<file path="src/rtl/i2s_pkg.sv">
`default_nettype none
// ============================================================================
// Module   : i2s_pkg
// Purpose  : Shared encodings for the I2S / left-justified receiver: bus mode,
//            channel tag, bit-counter width and the boundary/word FSM states.
// Ports    : none (package)
// Revision : 1.0 - initial release
// ============================================================================
package i2s_pkg;

  // Bus framing mode, as presented on mode_lj
  localparam logic MODE_I2S = 1'b0;
  localparam logic MODE_LJ  = 1'b1;

  // Channel tag on m_chan
  localparam logic CHAN_LEFT  = 1'b0;
  localparam logic CHAN_RIGHT = 1'b1;

  // Slot bit counter width; the counter saturates at 2**BITCNT_W-1
  localparam int BITCNT_W = 6;

  typedef enum logic [0:0] {
    ST_IDLE_UNARMED = 1'b0,
    ST_RUN          = 1'b1
  } rx_state_e;

endpackage
`default_nettype wire

</file>
<file path="src/rtl/i2s_pin_sync.sv">
`default_nettype none
// ============================================================================
// Module   : i2s_pin_sync
// Purpose  : Brings bclk, lrclk and sdin into the clk domain through
//            SYNC_STAGES flops each and flags a rising edge of the synced bclk.
// Ports    : clk, rst_n      - system clock, synchronous active-low reset
//            bclk/lrclk/sdin - asynchronous serial pins
//            bclk_rise       - one-clk pulse on a synced bclk 0->1
//            lrclk_s/sdin_s  - synced lrclk and sdin, aligned with bclk_rise
// Revision : 1.0 - initial release
// ============================================================================
module i2s_pin_sync #(
  parameter int SYNC_STAGES = 2
) (
  input  logic clk,
  input  logic rst_n,
  input  logic bclk,
  input  logic lrclk,
  input  logic sdin,
  output logic bclk_rise,
  output logic lrclk_s,
  output logic sdin_s
);

  // One 3-bit lane per stage: [2]=sdin, [1]=lrclk, [0]=bclk
  logic [SYNC_STAGES-1:0][2:0] sync_q;
  logic [SYNC_STAGES-1:0][2:0] sync_d;
  logic                        bclk_prev_q;
  logic                        bclk_prev_d;

  always_comb begin
    sync_d    = sync_q;
    sync_d[0] = {sdin, lrclk, bclk};
    for (int i = 1; i < SYNC_STAGES; i++) begin
      sync_d[i] = sync_q[i-1];
    end
    bclk_prev_d = sync_q[SYNC_STAGES-1][0];
  end

  // Synchroniser flops carry no reset: they flush within SYNC_STAGES clocks
  // and a reset here could fabricate an edge when the pin is already high.
  always_ff @(posedge clk) begin
    sync_q <= sync_d;
  end

  // Edge history resets high so a bclk that is high at reset release does
  // not register as a rise.
  always_ff @(posedge clk) begin
    if (!rst_n) begin
      bclk_prev_q <= 1'b1;
    end else begin
      bclk_prev_q <= bclk_prev_d;
    end
  end

  assign bclk_rise = sync_q[SYNC_STAGES-1][0] & ~bclk_prev_q;
  assign lrclk_s   = sync_q[SYNC_STAGES-1][1];
  assign sdin_s    = sync_q[SYNC_STAGES-1][2];

endmodule
`default_nettype wire

</file>
<file path="src/rtl/i2s_rx_stream.sv">
`default_nettype none
// ============================================================================
// Module   : i2s_rx_stream
// Purpose  : Oversampling I2S / left-justified receiver. Assembles MSB-first
//            DATA_WIDTH-bit words from SLOT_WIDTH-bit slots and presents them
//            with a channel tag on a one-deep valid/ready output register.
// Ports    : clk, rst_n         - system clock, synchronous active-low reset
//            mode_lj            - 0 = I2S, 1 = left-justified
//            bclk, lrclk, sdin  - asynchronous serial audio pins
//            m_data/m_chan      - received word and its channel (0 = left)
//            m_valid/m_ready    - output stream handshake
//            frame_err, overrun - sticky status, cleared by status_clr
// Revision : 1.0 - initial release
// ============================================================================
module i2s_rx_stream
  import i2s_pkg::*;
#(
  parameter int DATA_WIDTH  = 24,
  parameter int SLOT_WIDTH  = 32,
  parameter int SYNC_STAGES = 2
) (
  input  logic                  clk,
  input  logic                  rst_n,
  input  logic                  mode_lj,
  input  logic                  bclk,
  input  logic                  lrclk,
  input  logic                  sdin,
  output logic [DATA_WIDTH-1:0] m_data,
  output logic                  m_chan,
  output logic                  m_valid,
  input  logic                  m_ready,
  output logic                  frame_err,
  output logic                  overrun,
  input  logic                  status_clr
);

  localparam int                 SLOT_LEN_W = BITCNT_W + 1;
  localparam logic [SLOT_LEN_W-1:0] SLOT_LEN = SLOT_LEN_W'(SLOT_WIDTH);

  logic bclk_rise;
  logic lrclk_s;
  logic sdin_s;

  i2s_pin_sync #(
    .SYNC_STAGES (SYNC_STAGES)
  ) u_pin_sync (
    .clk       (clk),
    .rst_n     (rst_n),
    .bclk      (bclk),
    .lrclk     (lrclk),
    .sdin      (sdin),
    .bclk_rise (bclk_rise),
    .lrclk_s   (lrclk_s),
    .sdin_s    (sdin_s)
  );

  rx_state_e             state_q,      state_d;
  logic                  lrclk_prev_q, lrclk_prev_d;
  logic                  mode_q,       mode_d;
  logic [BITCNT_W-1:0]   cnt_q,        cnt_d;
  logic [DATA_WIDTH-1:0] sreg_q,       sreg_d;
  logic [DATA_WIDTH-1:0] m_data_q,     m_data_d;
  logic                  m_chan_q,     m_chan_d;
  logic                  m_valid_q,    m_valid_d;
  logic                  frame_err_q,  frame_err_d;
  logic                  overrun_q,    overrun_d;

  logic                  boundary;
  logic                  emit;
  logic                  load;
  logic                  frame_set;
  logic                  over_set;
  logic [DATA_WIDTH-1:0] sreg_ins;
  logic [DATA_WIDTH-1:0] word;
  logic                  word_chan;
  logic [SLOT_LEN_W-1:0] slot_len;

  always_comb begin
    state_d      = state_q;
    lrclk_prev_d = lrclk_prev_q;
    mode_d       = mode_q;
    cnt_d        = cnt_q;
    sreg_d       = sreg_q;
    m_data_d     = m_data_q;
    m_chan_d     = m_chan_q;
    m_valid_d    = m_valid_q;
    frame_err_d  = frame_err_q;
    overrun_d    = overrun_q;

    // The bit counted as cnt_q lands at position DATA_WIDTH-1-cnt_q, so the
    // word is left-aligned as it arrives and bits past DATA_WIDTH find no slot.
    sreg_ins = sreg_q;
    for (int i = 0; i < DATA_WIDTH; i++) begin
      if (cnt_q == BITCNT_W'(DATA_WIDTH - 1 - i)) begin
        sreg_ins[i] = sdin_s;
      end
    end

    boundary = bclk_rise && (lrclk_s != lrclk_prev_q);

    // In I2S the boundary bit is the LSB of the closing slot, so it is
    // included in both the word and the slot length.
    word     = (mode_q == MODE_I2S) ? sreg_ins : sreg_q;
    slot_len = (mode_q == MODE_I2S) ? ({1'b0, cnt_q} + 1'b1) : {1'b0, cnt_q};
    // The closing slot's lrclk level maps to a channel through its own mode.
    word_chan = (lrclk_prev_q ^ (mode_q == MODE_LJ)) ? CHAN_RIGHT : CHAN_LEFT;

    emit      = boundary && (state_q == ST_RUN);
    frame_set = emit && (slot_len != SLOT_LEN);
    load      = emit && (!m_valid_q || m_ready);
    over_set  = emit && !load;

    if (bclk_rise) begin
      lrclk_prev_d = lrclk_s;
      if (boundary) begin
        state_d = ST_RUN;
        mode_d  = mode_lj;
        sreg_d  = '0;
        if (mode_lj == MODE_LJ) begin
          sreg_d[DATA_WIDTH-1] = sdin_s;
          cnt_d                = BITCNT_W'(1);
        end else begin
          cnt_d = '0;
        end
      end else begin
        sreg_d = sreg_ins;
        cnt_d  = (cnt_q == {BITCNT_W{1'b1}}) ? cnt_q : cnt_q + 1'b1;
      end
    end

    if (m_valid_q && m_ready) begin
      m_valid_d = 1'b0;
    end
    if (load) begin
      m_valid_d = 1'b1;
      m_data_d  = word;
      m_chan_d  = word_chan;
    end

    // A new error event outranks a simultaneous clear.
    if (status_clr) begin
      frame_err_d = 1'b0;
      overrun_d   = 1'b0;
    end
    if (frame_set) begin
      frame_err_d = 1'b1;
    end
    if (over_set) begin
      overrun_d = 1'b1;
    end
  end

  always_ff @(posedge clk) begin
    if (!rst_n) begin
      state_q      <= ST_IDLE_UNARMED;
      lrclk_prev_q <= 1'b0;
      mode_q       <= MODE_I2S;
      cnt_q        <= '0;
      sreg_q       <= '0;
      m_data_q     <= '0;
      m_chan_q     <= CHAN_LEFT;
      m_valid_q    <= 1'b0;
      frame_err_q  <= 1'b0;
      overrun_q    <= 1'b0;
    end else begin
      state_q      <= state_d;
      lrclk_prev_q <= lrclk_prev_d;
      mode_q       <= mode_d;
      cnt_q        <= cnt_d;
      sreg_q       <= sreg_d;
      m_data_q     <= m_data_d;
      m_chan_q     <= m_chan_d;
      m_valid_q    <= m_valid_d;
      frame_err_q  <= frame_err_d;
      overrun_q    <= overrun_d;
    end
  end

  assign m_data    = m_data_q;
  assign m_chan    = m_chan_q;
  assign m_valid   = m_valid_q;
  assign frame_err = frame_err_q;
  assign overrun   = overrun_q;

endmodule
`default_nettype wire

</file>
<file path="config.mk">
export PLATFORM = sky130hd
export DESIGN_NAME = i2s_rx_stream
export DESIGN_NICKNAME = d
export VERILOG_FILES = /design/src/rtl/i2s_pkg.sv /design/src/rtl/i2s_pin_sync.sv /design/src/rtl/i2s_rx_stream.sv
export SDC_FILE = /design/constraint.sdc
export NUM_CORES = 1
export LEC_CHECK = 0
export ABC_AREA = 1
export ABC_CLOCK_PERIOD_IN_PS = 1600
export BUFFER_PORTS_ARGS = -buffer_cell sky130_fd_sc_hd__buf_2
export CORE_UTILIZATION = 59
export CTS_CLUSTER_SIZE = 20
export DETAILED_ROUTE_END_ITERATION = 8
export PLACE_DENSITY = 0.8
export SYNTH_ARGS = -nofsm -noshare
export SYNTH_HDL_FRONTEND = slang
export SYNTH_SLANG_ARGS = --single-unit
</file>
<file path="constraint.sdc">
create_clock -name clk -period 1.6 [get_ports clk]
set_input_delay 0.32 -clock clk [delete_from_list [all_inputs] [get_ports clk]]
set_output_delay 0.32 -clock clk [all_outputs]
set_load 0.01 [all_outputs]
</file>
Yosys cells after proc, flatten, opt, wreduce, memory -nomap -nowiden

Cells that the tools add are included.

Flip-flop bits (word level): 68
Bits of input ports: 8
Output and inout bits: 28
Word-level logic and storage cells: 97

Add/sub/neg operators: 2
Eq/ne operators: 27
Muxes and demuxes: 37
Bitwise logic cells: 3
Reduce and logical (&&, ||, !) cells: 15

Operators by type and width:

| cell                | number |
|---|---|
| $eq 6x4->1 const B  | 8 |
| $eq 6x5->1 const B  | 8 |
| $mux 24             | 2 |
| $mux 1              | 32 |
| $eq 6x3->1 const B  | 4 |
| $eq 6x2->1 const B  | 2 |
| $mux 6              | 2 |
| $add 6x1->7 const B | 1 |
| $mux 7              | 1 |
| $ne 7x6->1 const B  | 1 |
| $add 6x1->6 const B | 1 |
| $eq 6x1->1 const B  | 1 |
| $eq 6x6->1 const B  | 1 |
| $logic_and 1x1->1   | 6 |
| $logic_not 6->1     | 1 |
| $reduce_bool 2->1   | 3 |
| $reduce_and 2->1    | 2 |
| $logic_not 1->1     | 2 |
| $ne 2x2->1 const B  | 1 |
| $and 1x1->1         | 1 |
| $logic_or 1x1->1    | 1 |
| $ne 1x1->1          | 1 |
| $not 1->1           | 1 |
| $xor 1x1->1         | 1 |

Longest topological paths before layout

Gate-level depths: netlist of the first run.

Word-level depth: 8
Gate-level depth with buffers: 10
Mapped depth without buffers: 10

Modules after synthesis

Synthesis of the first run repeated with hierarchy kept, for this count alone.

Cells, all modules: 533
Area, all modules: 3497.1 um^2

By module, submodules not included:

| module        | instances | cells an instance | area an instance (um^2) | sequential area each (um^2) |
|---|---|---|---|---|
| i2s_rx_stream | 1         | 523               | 3343.2                  | 1221.2 |
| i2s_pin_sync  | 1         | 10                | 153.9                   | 140.1 |

Least setup slack after synthesis of the first run

No wires, ideal clock.

Kind: flip-flop to flip-flop
Start point: register cnt_q[0]
End point: register cnt_q[5]
Setup time: 0.070 ns
Arrival time: 1.391 ns
Data required time: 1.530 ns
Slack: 0.139 ns
Cell stages (with the launch flop): 8
Path buffers: 0
Period minus slack after synthesis: 1.461 ns
Path through: dfxtp_1 -> ha_1 -> nand3_1 -> o21ai_4 -> inv_2 -> nor2_1 -> nand2_1 -> a21oi_1

Longest elaborated chain between the ends: 3
Elaborated cells between the ends (all ways): 6
Classes of those cells: 1 x add/sub; 2 x eq/ne; 2 x mux; 1 x reduce/logical

Ends and longest elaborated chain:

| what                                       | line                 | text |
|---|---|---|
| from (decl)                                | i2s_rx_stream.sv:60  | `logic [BITCNT_W-1:0] cnt_q, cnt_d;` |
| from (signal assigned)                     | i2s_rx_stream.sv:169 | `cnt_q <= cnt_d;` |
| $add 6x1->6 or $eq 6x6->1 (tied branches)  | i2s_rx_stream.sv:127 | `cnt_d = (cnt_q == {BITCNT_W{1'b1}}) ? cnt_q : cnt_q + 1'b1;` |
| $mux 6 or $ne 2x2->1 (tied branches)       | n/a                  |  |
| $mux 6 or $reduce_and 2->1 (tied branches) | n/a                  |  |

Parallel ways exist; a longest one is shown, timed or not. The select of a mux whose other input is x is not followed.
A chain may end at the register's enable or synchronous reset.

Final worst setup path of the first run

Start point: register cnt_q[0]
End point: register sreg_q[17]

Longest elaborated chain between the ends: 3

Ends and longest elaborated chain:

| what                 | line                 | text |
|---|---|---|
| $eq 6x3->1           | i2s_rx_stream.sv:94  | `if (cnt_q == BITCNT_W'(DATA_WIDTH - 1 - i)) begin` |
| $mux 1               | i2s_rx_stream.sv:94  |  |
| $mux 24              | i2s_rx_stream.sv:115 | `if (boundary) begin` |
| to (signal assigned) | i2s_rx_stream.sv:170 | `sreg_q <= sreg_d;` |
| to (decl)            | i2s_rx_stream.sv:61  | `logic [DATA_WIDTH-1:0] sreg_q, sreg_d;` |

Every way passes these cells.

==> run_results.csv, run 1 <==
group,metric,value,unit
route,wl,9.05,mm
worst_hold_path,hold_end,"u_pin_sync.sync_d[4]",
route,avgViaCountPerCell,5.54,
timing,tightest_slew,703,ps
layout,n_antenna_cell,0,
route,drtIter0Drc,264,
global_routing,grt_max_degree,33,
floorplanning,num_rows,27,
layout,multi_input_area,0.00177,mm²
global_routing,grt_overflow,0,
yosys,netlist_area,0.00345,mm²
clocking,cts_hold_buf,0,
route,dr.pass1.iters,5,
timing,skew,9.57,ps
status,status,"finished, final reports clean",
route,wl_per_cell,14.2,µm
worst_setup_path,critPathCaptureType,"flop",
layout,area_growth,23.2,%
timing,hold_viol,0,
floorplanning,die_w,78.5,µm
global_routing,gr-usage-all-layers,0.306,
placement,io_buffers,35,
worst_setup_path,r2r-end,"sreg_q[17]",
worst_setup_path,crit_type,"flop to flop",
worst_setup_path,crit_cells,8,
global_routing,grt_pass1_wl,14.6,mm
yosys,yosys_warnings,0,
floorplanning,core_area,0.00557,mm²
flow_run,maxCapViolCount,0,
timing,min_period,1520,ps
worst_hold_path,hold_depth,1,
worst_hold_path,hp-start,"lrclk",
route,drc,0,
power,ir_worst_vdd,0.735,mV
worst_setup_path,critPathLaunchType,"flop",
clocking,clock_sinks,68,
worst_setup_path,crit_family,"simple AND/OR/NAND/NOR gates",
clocking,clk_pin_slew,80,ps
global_routing,grt_antenna_before_repair,0,
floorplanning,start_util,0.620,
floorplanning,io_pins,36,
layout,area.sequential,0.00137,mm²
yosys,synth.distinct_cells,29,
timing,rsz0062_at_grt,"yes",
placement,post-dp-hpwl,5.92,mm
layout,n_fill_cell,414,
worst_setup_path,ff2ff_path_depth,8,
global_routing,grt_busiest_layer,"met2",
worst_setup_path,path_buf_inv,2,
worst_setup_path,critPathMaxFanout,4,
worst_setup_path,cp.arrival,1780,ps
clocking,cts_buffers,9,
yosys,syn-num-nets,518,
worst_setup_path,crit_required,1860,ps
worst_setup_path,cp_slowest_stage_delay,360,ps
yosys,synth.avg_cell_area,6.83,µm²
timing,setup_violations,0,
clocking,cts_root_buf,"clkbuf_8",
clocking,cts_tree,"built",
worst_hold_path,holdCritPathClass,"primary input to flop",
global_routing,use_met2,0.516,
worst_setup_path,rrSetupSlack,80,ps
timing,relSlewSlack,0.531,
floorplanning,die-area,0.00617,mm²
layout,drive_above_1_share,0.213,
worst_setup_path,crit_chain,"inv_1 > ha_1 > inv_1 > nor2_4 > nand2_1 > nand2_1 > o211ai_1 > a21oi_1",
route,via_count,3542,
clocking,clkLatencyLatePin,350,ps
power,power_density,957,mW/mm²
global_routing,first_global_vias,3209,
worst_setup_path,startpoint,"cnt_q[0]",
timing,slew_violations,0,
layout,fin_nets,574,
power,p_total,4.07,mW
clocking,htreeDepth,3,
global_routing,gr-usage-met1,0.381,
placement,dp.cells,620,
floorplanning,die_y,78.5,µm
route,antenna_left,0,
timing,fmax,660,MHz
layout,layout_commonest_cell,"nand2_1",
yosys,synth_seq_area_share,0.394,
worst_setup_path,r2r_start,"cnt_q[0]",
timing,min_period_over_period,0.947,
yosys,syn_inst,506,
placement,gp_congestion,0.929,
yosys,ys_ff_latch,68,
global_routing,grtUsageMet3,0.0477,
clocking,clockBufferDepth,2,
power,p_leak,1.90,nW
layout,mostFrequentLayoutCells,"95 x nand2_1, 83 x nor2_1, 63 x dfxtp_1",
worst_setup_path,crit_slowest_cell,"dfxtp_4",
layout,instances_no_fill,639,
## cell usage after synthesis
cell | instances | area (µm²)
dfxtp_1 | 68 | 1360
o22ai_1 | 2 | 12.5
a31oi_1 | 1 | 6.26
inv_2 | 6 | 22.5
nand3_1 | 24 | 120
o21bai_1 | 5 | 37.5
buf_1 | 3 | 11.3
nor2_4 | 4 | 45.0
o21a_1 | 4 | 30.0
inv_1 | 47 | 176
o211ai_1 | 15 | 113
a21oi_1 | 33 | 165
buf_2 | 5 | 25.0
buf_6 | 7 | 78.8
and2_1 | 1 | 6.26
nand4_1 | 6 | 37.5
nor2_1 | 88 | 330
nor2_8 | 1 | 20.0
nand2_1 | 97 | 364
buf_4 | 1 | 7.51
nand2_2 | 2 | 12.5
clkbuf_1 | 11 | 41.3
o21ai_0 | 53 | 265
ha_1 | 4 | 50.1
nand2_4 | 1 | 11.3
o21ai_1 | 12 | 60.1
o21ai_4 | 1 | 16.3
a211oi_1 | 2 | 15.0
nor2_2 | 2 | 12.5
## repair_timing
action / in CTS / in global routing
gates cloned: 0 / 1
resized for setup: 1 / 24
pin swaps: 0 / 4
setup endpoints to repair: 1 / 37
setup buffers: 0 / 2
endpoints found under the hold margin: 0 / 0
## state kept, by name, indices dropped and copies added (netlist names)
name,flops
lrclk_prev_q,1
u_pin_sync.sync_d,3
m_data,24
m_valid,1
mode_q,1
overrun,1
state_q,1
u_pin_sync.sdin_s,1
sreg_q,24
u_pin_sync.bclk_prev_d,1
cnt_q,6
u_pin_sync.lrclk_s,1
frame_err,1
u_pin_sync.bclk_prev_q,1
m_chan,1
## how the worst max path moves through the flow
stage	endpoint	slack, ps
after floorplan	cnt_q[5]	140
after global placement	m_data[17]	60
after detailed placement	m_data[17]	40
after CTS	m_data[17]	20
after global routing	m_data[3]	-20
final	sreg_q[17]	80
## logic make-up (layout without fill, tap and decap cells)
| family | after synthesis | count (layout) | share of synthesized area |
|---|---|---|---|
| fa+ha+maj | 4 | 4 | 0.0145 |
| buf+inv | 80 | 141 | 0.105 |
| simple gates | 226 | 226 | 0.278 |
| compound gates | 128 | 128 | 0.209 |
| flops | 68 | 68 | 0.394 |
## area by class of cell
type,count,area share
clock buffers,10,0.0323
clock inverters,6,0.0373
repair buffers,72,0.125
well taps,72,0.0212
inverters,53,0.0467
multi-input cells,358,0.415
flip-flops and latches,68,0.322
## through the flow
stage	instance area [µm²]	utilization	setup WS, ps	TNS [ps]	hold WS, ps
global route	4260	0.764	-23.2	-94.3	56.9
detailed placement	3860	0.693	41.7	0	314
CTS	4160	0.746	21.7	0	56.6
finish	4260	0.764	84.2	0	64.9
floorplan	3450	-	139	0	310
global placement	3860	0.693	56.3	0	310
## report_power, final
group	switching, mW	leakage, nW	internal [mW]
Sequential	0.0216	0.554	1.71
Clock	0.682	0.147	1.40
Combinational	0.162	1.20	0.0969
## routing by layer
metal / vias up / wire length, µm
met5: - / 0
met4: 0 / 236
met3: 24 / 559
met2: 142 / 4330
met1: 1618 / 3930
li1: 1758 / -
Note: power is estimated with default switching activity, not from simulation.
==> inputs of run 2 (changes only) <==
- CORE_UTILIZATION: 59 -> 60
- CTS_BUF_LIST: unset -> sky130_fd_sc_hd__clkbuf_8
- PLACE_DENSITY: 0.8 -> 0.81
==> run_results.csv, run 2 (same netlist as run 1, synthesis figures left out) <==
group,metric,value,unit
route,dr.pass1.iters,4,
timing,min_period_over_period,0.948,
floorplanning,die-area,0.00607,mm²
floorplanning,die_y,77.9,µm
global_routing,grtUsageMet3,0.0576,
placement,gp_congestion,0.948,
route,avgViaCountPerCell,5.47,
placement,io_buffers,35,
timing,relSlewSlack,0.743,
timing,tightest_slew,385,ps
status,status,"finished, final reports clean",
layout,area_growth,19.5,%
timing,setup_violations,0,
clocking,clockBufferDepth,2,
timing,slew_violations,0,
worst_setup_path,path_buf_inv,2,
global_routing,grt_overflow,0,
clocking,cts_buffers,9,
power,ir_worst_vdd,0.732,mV
clocking,clkLatencyLatePin,350,ps
floorplanning,num_rows,27,
worst_setup_path,r2r-end,"m_data[22]",
layout,fin_nets,576,
layout,drive_above_1_share,0.207,
worst_setup_path,cp_slowest_stage_delay,380,ps
timing,min_period,1520,ps
worst_setup_path,crit_type,"flop to flop",
clocking,htreeDepth,3,
route,antenna_left,0,
power,p_leak,1.84,nW
power,power_density,796,mW/mm²
worst_hold_path,holdCritPathClass,"primary input to flop",
timing,skew,9.29,ps
timing,setup_slack,82.7,ps
layout,mostFrequentLayoutCells,"96 x nand2_1, 84 x nor2_1, 65 x dfxtp_1",
worst_setup_path,crit_chain,"inv_2 > nand2_2 > nand2_2 > nor2_4 > nand2_4 > nor2_8 > clkbuf_16 > o21ai_0 > nor2_1 > nor2_1",
timing,hold_viol,0,
layout,n_fill_cell,449,
global_routing,first_global_vias,3289,
floorplanning,core_area,0.00554,mm²
worst_setup_path,crit_family,"simple AND/OR/NAND/NOR gates",
route,drtIter0Drc,373,
worst_setup_path,critPathMaxFanout,11,
placement,pre_cts_ws,-39.0,ps
worst_setup_path,startpoint,"lrclk_prev_q",
worst_setup_path,rrSetupSlack,80,ps
floorplanning,start_util,0.624,
flow_run,maxCapViolCount,0,
layout,n_antenna_cell,0,
worst_setup_path,crit_cells,10,
floorplanning,io_pins,36,
worst_setup_path,critPathLaunchType,"flop",
clocking,cts_hold_buf,0,
worst_setup_path,crit_required,1850,ps
route,drc,0,
worst_setup_path,crit_slowest_cell,"dfxtp_1",
worst_setup_path,critPathCaptureType,"flop",
clocking,clk_pin_slew,80,ps
timing,fmax,659,MHz
layout,postLayoutCoreUtil,0.745,
clocking,cts_tree,"built",
worst_setup_path,cp.arrival,1770,ps
clocking,clock_sinks,68,
route,wl,9.02,mm
floorplanning,die_w,77.9,µm
route,wl_per_cell,14.1,µm
route,via_count,3507,
worst_setup_path,ff2ff_path_depth,10,
global_routing,grt_pass1_wl,14.6,mm
global_routing,grt_busiest_layer,"met2",
timing,rsz0062_at_grt,"yes",
placement,post-dp-hpwl,5.81,mm
global_routing,use_met2,0.519,
worst_setup_path,worstSetupEndpoint,"m_data[22]",
global_routing,grt_antenna_before_repair,0,
worst_setup_path,r2r_start,"lrclk_prev_q",
global_routing,gr-usage-all-layers,0.307,
global_routing,gr-usage-met1,0.377,
layout,layout_commonest_cell,"nand2_1",
global_routing,grt_max_degree,46,
clocking,cts_root_buf,"clkbuf_8",
==> run 2: final cells by class <==
cell class / count / area, µm² / share of cell area
Clock buffer: 9 / 124 / 0.0300
Clock inverter: 7 / 52.6 / 0.0127
Inverter: 53 / 199 / 0.0482
Multi-Input combinational cell: 358 / 1760 / 0.426
Sequential cell: 68 / 1370 / 0.331
Tap cell: 72 / 90.1 / 0.0218
Timing Repair Buffer: 74 / 541 / 0.131
==> run 2: worst min-delay path by stage <==
stage | startpoint | to | slack [ps] | cells after the start
2_1_floorplan | u_pin_sync.sync_d[3] | u_pin_sync.bclk_prev_d | 310 | 0
6_report | bclk | u_pin_sync.sync_d[3] | 60 | 1
5_1_grt | sdin | u_pin_sync.sync_d[5] | 60 | 1
3_3_place_gp | u_pin_sync.sync_d[3] | u_pin_sync.bclk_prev_d | 310 | 0
4_1_cts | bclk | u_pin_sync.sync_d[3] | 60 | 1
3_5_place_dp | u_pin_sync.sync_d[5] | u_pin_sync.sdin_s | 310 | 0
==> run 2: routing by layer <==
layer	wire, µm	vias up	share of wire
met5	0	-	0
met4	145	0	0.016
met3	434	13	0.048
met2	4330	109	0.48
met1	4100	1631	0.45
li1	-	1754	-
==> run 2: through the flow <==
step / setup TNS [ps] / hold slack, ps / cell area (µm²) / instances / power [mW]
floorplan: 0 / 310 / 3450 / 506 / 1.91
global placement: 0 / 311 / 3840 / 619 / 2.01
detailed placement: -44.2 / 315 / 3840 / 619 / 2.01
CTS: 0 / 57.2 / 4020 / 635 / 3.26
global route: -88.3 / 55.8 / 4130 / 641 / 3.41
finish: 0 / 63.4 / 4130 / 641 / 3.29
==> run 2: timing repair <==
item / 4_1_cts / 5_1_grt
setup endpoints to repair: 2 / 36
buffers inserted: 0 / 4
resized for setup: 1 / 13
pin swaps: 0 / 1
cloned: 0 / 2
==> run 2: worst register-to-register path: stages (launching register included) <==
cell and delay [ps]:
dfxtp_1 380, inv_2 50, nand2_2 90, nand2_2 90, nor2_4 140, nand2_4 90
nor2_8 160, clkbuf_16 190, o21ai_0 80, nor2_1 90, nor2_1 50
==> run 2: report_power, final <==
part           internal, mW  switching [mW]
clock                 0.566           0.725
combinational        0.0959           0.170
sequential             1.71          0.0156
